File: src/rtl/l2_arb_pkg.sv
// Shared types and constants for the L2 access arbiter: FSM states, requester ids,
// default window placement and the window-membership helper.
package l2_arb_pkg;

    typedef enum logic [1:0] {
        IDLE,
        LOCK_JTAG,
        LOCK_SOC
    } arb_state_e;

    typedef enum logic {
        REQ_JTAG,
        REQ_SOC
    } req_id_e;

    localparam logic [31:0] DEF_L2_BASE = 32'h0000_0000;
    localparam logic [31:0] DEF_L2_SIZE = 32'h0008_0000;

    // 33-bit compare so a window whose end lands exactly on 2^32 does not wrap to zero.
    function automatic logic in_window(input logic [31:0] addr,
                                       input logic [31:0] base,
                                       input logic [31:0] size);
        logic [32:0] a;
        logic [32:0] lo;
        logic [32:0] hi;
        a  = {1'b0, addr};
        lo = {1'b0, base};
        hi = lo + {1'b0, size};
        return (a >= lo) && (a < hi);
    endfunction

endpackage

File: src/rtl/l2_arb_resp.sv
// Per-requester response stage: registers one response per grant and steers read
// data back only for successful in-window reads.
module l2_arb_resp (
    input  logic        clk,
    input  logic        rst,
    input  logic        gnt,
    input  logic        we,
    input  logic        oob,
    input  logic [31:0] mem_rdata,
    output logic        rvalid,
    output logic        err,
    output logic [31:0] rdata
);

    logic valid_q;
    logic err_q;
    logic we_q;

    always_ff @(posedge clk) begin
        if (rst) begin
            valid_q <= 1'b0;
            err_q   <= 1'b0;
            we_q    <= 1'b0;
        end else begin
            valid_q <= gnt;
            err_q   <= gnt & oob;
            we_q    <= gnt & we;
        end
    end

    // A reset arriving while a response is pending swallows that response.
    assign rvalid = valid_q & ~rst;
    assign err    = err_q & ~rst;
    assign rdata  = (rvalid && !we_q && !err_q) ? mem_rdata : 32'h0;

endmodule

File: src/rtl/l2_access_arbiter.sv
// Two-master (JTAG bridge, SoC) arbiter onto a single-ported L2 SRAM with
// round-robin tie-break, bus lock, and error responses for out-of-window accesses.
module l2_access_arbiter
    import l2_arb_pkg::*;
#(
    parameter logic [31:0] L2_BASE = DEF_L2_BASE,
    parameter logic [31:0] L2_SIZE = DEF_L2_SIZE,
    parameter int          MEM_AW  = 17
) (
    input  logic              clk_i,
    input  logic              rst_i,
    input  logic              jtag_req_i,
    input  logic              jtag_lock_i,
    input  logic              jtag_we_i,
    input  logic [31:0]       jtag_addr_i,
    input  logic [31:0]       jtag_wdata_i,
    input  logic [3:0]        jtag_be_i,
    output logic              jtag_gnt_o,
    output logic              jtag_rvalid_o,
    output logic [31:0]       jtag_rdata_o,
    output logic              jtag_err_o,
    input  logic              soc_req_i,
    input  logic              soc_lock_i,
    input  logic              soc_we_i,
    input  logic [31:0]       soc_addr_i,
    input  logic [31:0]       soc_wdata_i,
    input  logic [3:0]        soc_be_i,
    output logic              soc_gnt_o,
    output logic              soc_rvalid_o,
    output logic [31:0]       soc_rdata_o,
    output logic              soc_err_o,
    output logic              mem_req_o,
    output logic              mem_we_o,
    output logic [MEM_AW-1:0] mem_addr_o,
    output logic [31:0]       mem_wdata_o,
    output logic [3:0]        mem_be_o,
    input  logic [31:0]       mem_rdata_i,
    output arb_state_e        dbg_state
);

    arb_state_e  state_q, state_d;
    req_id_e     last_gnt_q, last_gnt_d;
    logic        gnt_jtag, gnt_soc;
    logic        win_we;
    logic [31:0] win_addr, win_wdata, win_off;
    logic [3:0]  win_be;
    logic        win_in, mem_hit;

    always_ff @(posedge clk_i) begin
        if (rst_i) begin
            state_q    <= IDLE;
            last_gnt_q <= REQ_SOC;
        end else begin
            state_q    <= state_d;
            last_gnt_q <= last_gnt_d;
        end
    end

    always_comb begin
        gnt_jtag   = 1'b0;
        gnt_soc    = 1'b0;
        state_d    = state_q;
        last_gnt_d = last_gnt_q;
        if (!rst_i) begin
            case (state_q)
                IDLE: begin
                    if (jtag_req_i && soc_req_i) begin
                        gnt_jtag = (last_gnt_q == REQ_SOC);
                        gnt_soc  = (last_gnt_q == REQ_JTAG);
                    end else begin
                        gnt_jtag = jtag_req_i;
                        gnt_soc  = soc_req_i;
                    end
                end
                LOCK_JTAG: gnt_jtag = jtag_req_i;
                LOCK_SOC:  gnt_soc  = soc_req_i;
                default:   ;
            endcase
        end
        // The lock flag on each granted access decides whether ownership persists.
        if (gnt_jtag) begin
            state_d    = jtag_lock_i ? LOCK_JTAG : IDLE;
            last_gnt_d = REQ_JTAG;
        end
        if (gnt_soc) begin
            state_d    = soc_lock_i ? LOCK_SOC : IDLE;
            last_gnt_d = REQ_SOC;
        end
    end

    assign win_addr  = gnt_soc ? soc_addr_i  : jtag_addr_i;
    assign win_we    = gnt_soc ? soc_we_i    : jtag_we_i;
    assign win_wdata = gnt_soc ? soc_wdata_i : jtag_wdata_i;
    assign win_be    = gnt_soc ? soc_be_i    : jtag_be_i;
    assign win_in    = in_window(win_addr, L2_BASE, L2_SIZE);
    assign win_off   = win_addr - L2_BASE;
    assign mem_hit   = (gnt_jtag | gnt_soc) & win_in;

    assign mem_req_o   = mem_hit;
    assign mem_we_o    = mem_hit & win_we;
    assign mem_addr_o  = mem_hit ? MEM_AW'(win_off >> 2) : '0;
    assign mem_wdata_o = mem_hit ? win_wdata : 32'h0;
    assign mem_be_o    = mem_hit ? win_be : 4'h0;

    assign jtag_gnt_o = gnt_jtag;
    assign soc_gnt_o  = gnt_soc;
    assign dbg_state  = state_q;

    l2_arb_resp u_resp_jtag (
        .clk       (clk_i),
        .rst       (rst_i),
        .gnt       (gnt_jtag),
        .we        (jtag_we_i),
        .oob       (~win_in),
        .mem_rdata (mem_rdata_i),
        .rvalid    (jtag_rvalid_o),
        .err       (jtag_err_o),
        .rdata     (jtag_rdata_o)
    );

    l2_arb_resp u_resp_soc (
        .clk       (clk_i),
        .rst       (rst_i),
        .gnt       (gnt_soc),
        .we        (soc_we_i),
        .oob       (~win_in),
        .mem_rdata (mem_rdata_i),
        .rvalid    (soc_rvalid_o),
        .err       (soc_err_o),
        .rdata     (soc_rdata_o)
    );

endmodule

File: config.mk
export PLATFORM = sky130hd
export DESIGN_NAME = l2_access_arbiter
export DESIGN_NICKNAME = d
export VERILOG_FILES = /design/src/rtl/l2_arb_pkg.sv /design/src/rtl/l2_arb_resp.sv /design/src/rtl/l2_access_arbiter.sv
export SDC_FILE = /design/constraint.sdc
export NUM_CORES = 1
export LEC_CHECK = 0
export ABC_AREA = 1
export BUFFER_PORTS_ARGS = -buffer_cell sky130_fd_sc_hd__clkbuf_2
export CAP_MARGIN = 20
export CORE_AREA = 2 2 117 119
export CTS_CLUSTER_DIAMETER = 80
export DETAILED_ROUTE_END_ITERATION = 7
export DIE_AREA = 0 0 119 121
export SETUP_SLACK_MARGIN = 0.15
export SYNTH_ARGS = -nofsm -noshare
export SYNTH_HDL_FRONTEND = slang
export SYNTH_SLANG_ARGS = --single-unit
File: constraint.sdc
create_clock -name clk_i -period 1 [get_ports clk_i]
set_input_delay 0 -clock clk_i [delete_from_list [all_inputs] [get_ports clk_i]]
set_output_delay 0 -clock clk_i [all_outputs]
set_load 0.01 [all_outputs]
==> summary.md, run 1 <==
| Metric | Value |
|---|---|
| Worst path slowest cell | `dfxtp_2` |
| Top cells by area, synth | `nand2_1 33%, nor2_1 26%, inv_1 19%` |
| Number of synthesized register bits | `9` |
| Vias in the first global route | `3468` |
| I/O pins | `303` |
| Worst r2r src | `dbg_state[0]` |
| Synth Cell Area | `0.00203 mm2` |
| First-pass GRT wire length | `16.5 mm` |
| Top cell type's share of synthesized area | `33.0%` |
| Mean area per synthesized cell | `4.32 um2` |
| Fmax | `630 MHz` |
| Post-DP HPWL | `8.87 mm` |
| Startpoint Class | `flip-flop` |
| Area grow syn2layout | `188%` |
| DR pass1 iterations | `4` |
| Wirelength per Cell | `12.6 um` |
| Placed cell areas | `0.00444 mm2` |
| Slew margin rel. | `84.4%` |
| CTS clock-pin slew for the worst setup and hold paths | `0.04 ns` |
| NumNets Final | `977` |
| Remaining DRCs | `0` |
| End of the worst hold path | `u_resp_jtag.we_q` |
| Die X-Extent | `119 um` |
| Mapped Cells | `469` |
| Leak pwr | `3.37 nW` |
| Grt total ovfl | `0` |
| Crit path cell chain | `nor2_4 -> nand3_4 -> inv_6 -> nand2_4 -> nand3_4 -> buf_12 -> clkbuf_16 -> nor2_2 -> buf_2` |
| Via Count | `3772` |
| Initial Util | `15.5%` |
| Final slew viol count | `0` |
| Pin count of the biggest net entering global routing | `40` |
| Worst-path fanout max | `7` |
| Setup CP Type | `flip-flop to primary output` |
| Post-layout minimum cycle time | `1.59 ns` |
| GRT Util Overall | `14.3%` |
| Pwr dens | `522 mW/mm2` |
| Final hold viol count | `0` |
| CTS Buffer Depth | `2` |
| Hold Path Stages | `3` |
| GPL Wtd Cong | `0.755` |
| IO buf count | `298` |
| DIE HEIGHT | `121 um` |
| Total core area | `0.0131 mm2` |
| Clk_lat worst skew | `0.24 ns` |
| Main synth FF type | `dfxtp_1` |
| Post-synth EDFFs | `0` |
| R2R Path End | `dbg_state[0]` |
| Warnings from Yosys | `0` |
| Total CTS buffers | `3` |
| Final Worst Setup Slack | `-0.587 ns` |
| Final Cycle Share | `159%` |
| Total Power | `3.05 mW` |
| Final wirelength | `12.3 mm` |
| Clock Skew | `0.00148 ns` |
| Failing checks | `negative setup slack` |
| Req. time, crit path | `1.00 ns` |
| R2r setup slk | `-0.33 ns` |
| CTS Sinks | `9` |
| Htree depth | `1` |
| Fill count | `1298` |
| FF/Latch Area | `189 um2` |
| Vias/cell | `3.86` |
| Antenna diode count | `0` |
| Worst hold start | `jtag_we_i` |
| Peak VDD IR | `477 uV` |
| Post-Syn Nets | `645` |
| Layout cells sized above 1 | `63.9%` |
| Nature of the critical path endpoint | `primary output` |
| Async S/R FF share, synth | `0%` |
| ANT nets after route | `0` |
| Post-synthesis cell type count | `16` |
| CTS tree | `built` |
| CP peak stage delay | `0.32 ns` |
| Final Setup Violations | `129` |
| Top-count cell post-synth | `nand2_1` |
| R2R cell count | `7` |
| Crit path DAT | `1.59 ns` |
| Final hold slack | `0.00216 ns` |
| 1st-iter DRT viols | `95` |
| Rows | `42` |
| RSZ-0062 raised after global routing | `yes` |
| Final Instance Area | `0.00584 mm2` |
| Most used cell, CP | `nand3_4` |
| Worst slew pin tran | `0.234 ns` |
| Worst hold-check path type | `primary input to flip-flop` |
| Die Footprint | `0.0144 mm2` |
| Max-cap viol count | `0` |
| Area leader, netlist | `nand2_1` |
| Status | `finished, violations left` |
| Initial antenna violation count | `0` |
| Post-synthesis sequential area ratio | `8.89%` |
| Synth cell count leaders | `178 x nand2_1, 141 x nor2_1, 100 x inv_1, 9 x dfxtp_1, 8 x buf_2` |
| Area of the multi-input gates | `0.00209 mm2` |
| Clock root buffer | `clkbuf_16` |
-- critical path, delay by kind of cell (launching register included) --
family / cells / cell delay [ns]
buffers and inverters: 4 / 0.57
flip-flops: 1 / 0.32
AND/OR/NAND/NOR: 5 / 0.44
-- through the flow --
stage	setup TNS, ns	instances	utilization, %	setup WS [ns]
2_1_floorplan	-8.38	469	-	-0.161
6_report	-48.59	976	44.6	-0.587
3_3_place_gp	-14.97	943	34.0	-0.331
4_1_cts	-50.40	965	38.7	-0.599
5_1_grt	-57.83	976	44.6	-0.673
3_5_place_dp	-17.58	943	34.0	-0.342
-- power breakdown --
group	switching (mW)	internal (mW)	total [mW]	leakage, nW
sequential	0.0181	0.388	0.406	0.0761
clock	0.182	0.534	0.716	0.0382
combinational	0.979	0.947	1.93	3.26
-- sequential cells by signal (all words and copies together) (netlist names) --
name	count
last_gnt_q	1
u_resp_soc.valid_q	1
dbg_state	2
u_resp_jtag.err_q	1
u_resp_jtag.valid_q	1
u_resp_soc.err_q	1
u_resp_soc.we_q	1
u_resp_jtag.we_q	1
-- logic make-up (layout without fill, tap and decap cells) --
group | after synthesis | after routing | synth area share (%)
simple gates | 329 | 329 | 63.1
buf+inv | 127 | 458 | 27.0
compound gates | 4 | 4 | 0.988
flops | 9 | 9 | 8.89
-- layer usage --
layer	up-vias	routed length [um]	GRT usage [%]
met5	-	0	0
met4	0	200	3.72
met3	12	900	2.58
met2	197	6550	28.6
met1	1606	4650	15.4
li1	1957	-	-
-- final cells by class --
type,instances,share of cell area (%)
Clock buffer,4,1.35
Inverter,104,6.82
Multi-Input combinational cell,333,35.8
Sequential cell,9,3.24
Tap cell,176,3.77
Timing Repair Buffer,350,49.0
-- cell usage in the layout, fill, tap and decap left out, types with 5 or more instances in the layout --
master / n
nor2_1: 17
buf_6: 82
buf_8: 5
clkbuf_2: 192
nor2_2: 46
dfxtp_2: 7
buf_4: 14
inv_1: 91
nand2_4: 5
buf_2: 27
clkbuf_16: 7
buf_16: 9
nand2_1: 171
nor2_4: 79
buf_12: 14
inv_2: 11
-- worst max-delay path by stage --
stage | start | end | slack [ns] | cells past startpoint
after global routing | dbg_state[0] | mem_we_o | -0.67 | 8
after detailed placement | dbg_state[0] | mem_be_o[0] | -0.34 | 8
after global placement | dbg_state[0] | mem_addr_o[1] | -0.33 | 9
final | dbg_state[0] | mem_wdata_o[17] | -0.59 | 9
after floorplan | dbg_state[1] | mem_addr_o[10] | -0.16 | 8
after CTS | dbg_state[1] | mem_be_o[0] | -0.60 | 10
-- what timing repair did --
action	4_1_cts	5_1_grt
endpoints found under the hold margin	1	1
hold buffers	1	1
gates resized for setup	56	219
pin swaps	4	15
gates cloned	8	5
endpoints found under the setup margin	133	134
buffers inserted	9	5
(Power assumes the default switching activity.)
==> run 2, diff against run 1 <==
Settings changed: CELL_PAD_IN_SITES_DETAIL_PLACEMENT set to 1, CELL_PAD_IN_SITES_GLOBAL_PLACEMENT set to 1, CORE_AREA 2 2 117 119 to unset, CORE_UTILIZATION set to 14, DIE_AREA 0 0 119 121 to unset, PLACE_DENSITY_LB_ADDON set to 0.1.
==> summary.md, run 2 (synthesis results as in run 1) <==
| Metric | Value |
|---|---|
| Grt total ovfl | `0 (unchanged)` |
| Startpoint Class | `flip-flop` |
| Rows | `43 (+2.4%)` |
| First-pass GRT wire length | `18.9 mm (+14%)` |
| Most used cell, CP | `nand3_4` |
| Post-DP HPWL | `10.1 mm (+14%)` |
| R2r setup slk | `-0.53 ns (-0.20 ns)` |
| GPL Wtd Cong | `0.769 (+1.9%)` |
| Largest register FFs | `2 (unchanged)` |
| DIE HEIGHT | `122 um (+1.1%)` |
| GRT Util Overall | `15.9% (+1.5 points)` |
| Worst hold-check path type | `primary input to flip-flop` |
| Setup CP Type | `flip-flop to primary output` |
| Final hold viol count | `0 (unchanged)` |
| Req. time, crit path | `1.00 ns (about the same)` |
| Final Instance Area | `0.00571 mm2 (-2.3%)` |
| Die X-Extent | `122 um (+2.8%)` |
| Status | `finished, violations left` |
| Worst path slowest cell | `dfxtp_2` |
| I/O pins | `303 (unchanged)` |
| 1st-iter DRT viols | `52 (-45%)` |
| Most common cell after layout, fill and taps aside | `clkbuf_2` |
| Setup tns final | `-51.16 ns (-2.57 ns)` |
| CTS Buffer Depth | `2 (unchanged)` |
| Layout cells sized above 1 | `64.1% (+0.21 points)` |
| Clock Skew | `0.00227 ns (+0.000784 ns)` |
| CTS clock-pin slew for the worst setup and hold paths | `0.04 ns (about the same)` |
| Clk_lat worst skew | `0.23 ns (about the same)` |
| CTS tree | `built` |
| CP peak stage delay | `0.33 ns (about the same)` |
| Leak pwr | `3.31 nW (-1.8%)` |
| Slew margin rel. | `86.7% (+2.4 points)` |
| Placed cell areas | `0.00450 mm2 (+1.2%)` |
| Final Cycle Share | `159% (about the same)` |
| Final Setup Violations | `127 (-1.6%)` |
| Fmax | `630 MHz (about the same)` |
| DR pass1 iterations | `3 (-1)` |
| Peak VDD IR | `363 uV (-24%)` |
| Post-layout minimum cycle time | `1.59 ns (+0.000854 ns)` |
| Final hold slack | `0.0171 ns (+0.0149 ns)` |
| Pin count of the biggest net entering global routing | `35 (-13%)` |
| Worst slew pin tran | `0.199 ns (-0.0355 ns)` |
| Htree depth | `1 (unchanged)` |
| Total CTS buffers | `3 (unchanged)` |
| Vias/cell | `3.96 (+2.4%)` |
| Area grow syn2layout | `182%` |
| Clock root buffer | `clkbuf_16` |
| RSZ-0062 raised after global routing | `yes` |
| Vias in the first global route | `3936 (+13%)` |
| ANT nets after route | `0 (unchanged)` |
| Final slew viol count | `0 (unchanged)` |
| Initial Util | `14.5% (-1.0 points)` |
| Wirelength per Cell | `13.4 um (+6.5%)` |
| Antenna diode count | `0 (unchanged)` |
| Setup WS pre-CTS | `-0.360 ns (-0.0175 ns)` |
| Nature of the critical path endpoint | `primary output` |
| CTS Sinks | `9 (unchanged)` |
| IO buf count | `298 (unchanged)` |
| Final wirelength | `13.2 mm (+7.1%)` |
| Die Footprint | `0.0150 mm2 (+3.9%)` |
| Crit path cell chain | `nor2_4 -> nand3_4 -> nand2_2 -> nand3_4 -> buf_12 -> nor2_1 -> clkbuf_2` |
| Crit path DAT | `1.59 ns (about the same)` |
| Max-cap viol count | `0 (unchanged)` |
| Commonest cells after routing, fill and taps aside | `202 x clkbuf_2, 168 x nand2_1, 92 x inv_1` |
| Total core area | `0.0140 mm2 (+6.9%)` |
| Pwr dens | `525 mW/mm2 (+0.55%)` |
| NumNets Final | `979 (+0.20%)` |
| Initial antenna violation count | `0 (unchanged)` |
| Final Worst Setup Slack | `-0.588 ns (-0.000854 ns)` |
| Worst-path fanout max | `22 (+15)` |
| Remaining DRCs | `0 (unchanged)` |
| Via Count | `3887 (+3.0%)` |
| Failing checks | `negative setup slack` |
## run 2: cell type report
class	instances	area, um2
timing repair buffer	352	2750
multi-input combinational	333	2060
inverter	104	405
fill	1814	8280
tap	180	225
clock buffer	4	78.8
sequential	9	191
## run 2: what timing repair did
action,4_1_cts,5_1_grt
setup buffers,9,10
pin swaps,4,9
gates cloned,6,0
setup endpoints to repair,133,134
hold buffers,1,0
endpoints found under the hold margin,1,0
gates resized for setup,53,211
## run 2: metal layers
metal | GRT usage [%] | up-vias | part of all wire (%)
met5 | 0 | - | 0
met4 | 2.59 | 0 | 0.90
met3 | 4.83 | 8 | 9.2
met2 | 33.7 | 170 | 58
met1 | 14.5 | 1746 | 32
li1 | - | 1963 | -
## run 2: worst paths after layout
kind,startpoint,end,cells after the start
setup / recovery,dbg_state[0],mem_addr_o[0],7
hold / removal,soc_lock_i,dbg_state[1],3
setup reg to reg,dbg_state[0],dbg_state[0],10
hold reg to reg,last_gnt_q,last_gnt_q,2
## run 2: report_power, final
group / total (mW) / internal (mW) / switching [mW] / leakage (nW)
Sequential: 0.407 / 0.387 / 0.0200 / 0.0764
Clock: 0.700 / 0.532 / 0.168 / 0.0382
Combinational: 1.89 / 0.922 / 0.966 / 3.19
## run 2: through the flow
stage	power (mW)	cells	utilization, %
6_report	2.99	982	40.8
5_1_grt	3.24	982	40.8
4_1_cts	2.83	972	36.0
3_5_place_dp	1.92	952	32.2
3_3_place_gp	1.88	952	32.2
2_1_floorplan	1.28	469	-
## run 2: worst max-delay path, delay by kind of cell, from the launching register on
family,cells,cell delay (ns)
flops,1,0.33
simple gates,5,0.69
buf+inv,2,0.33
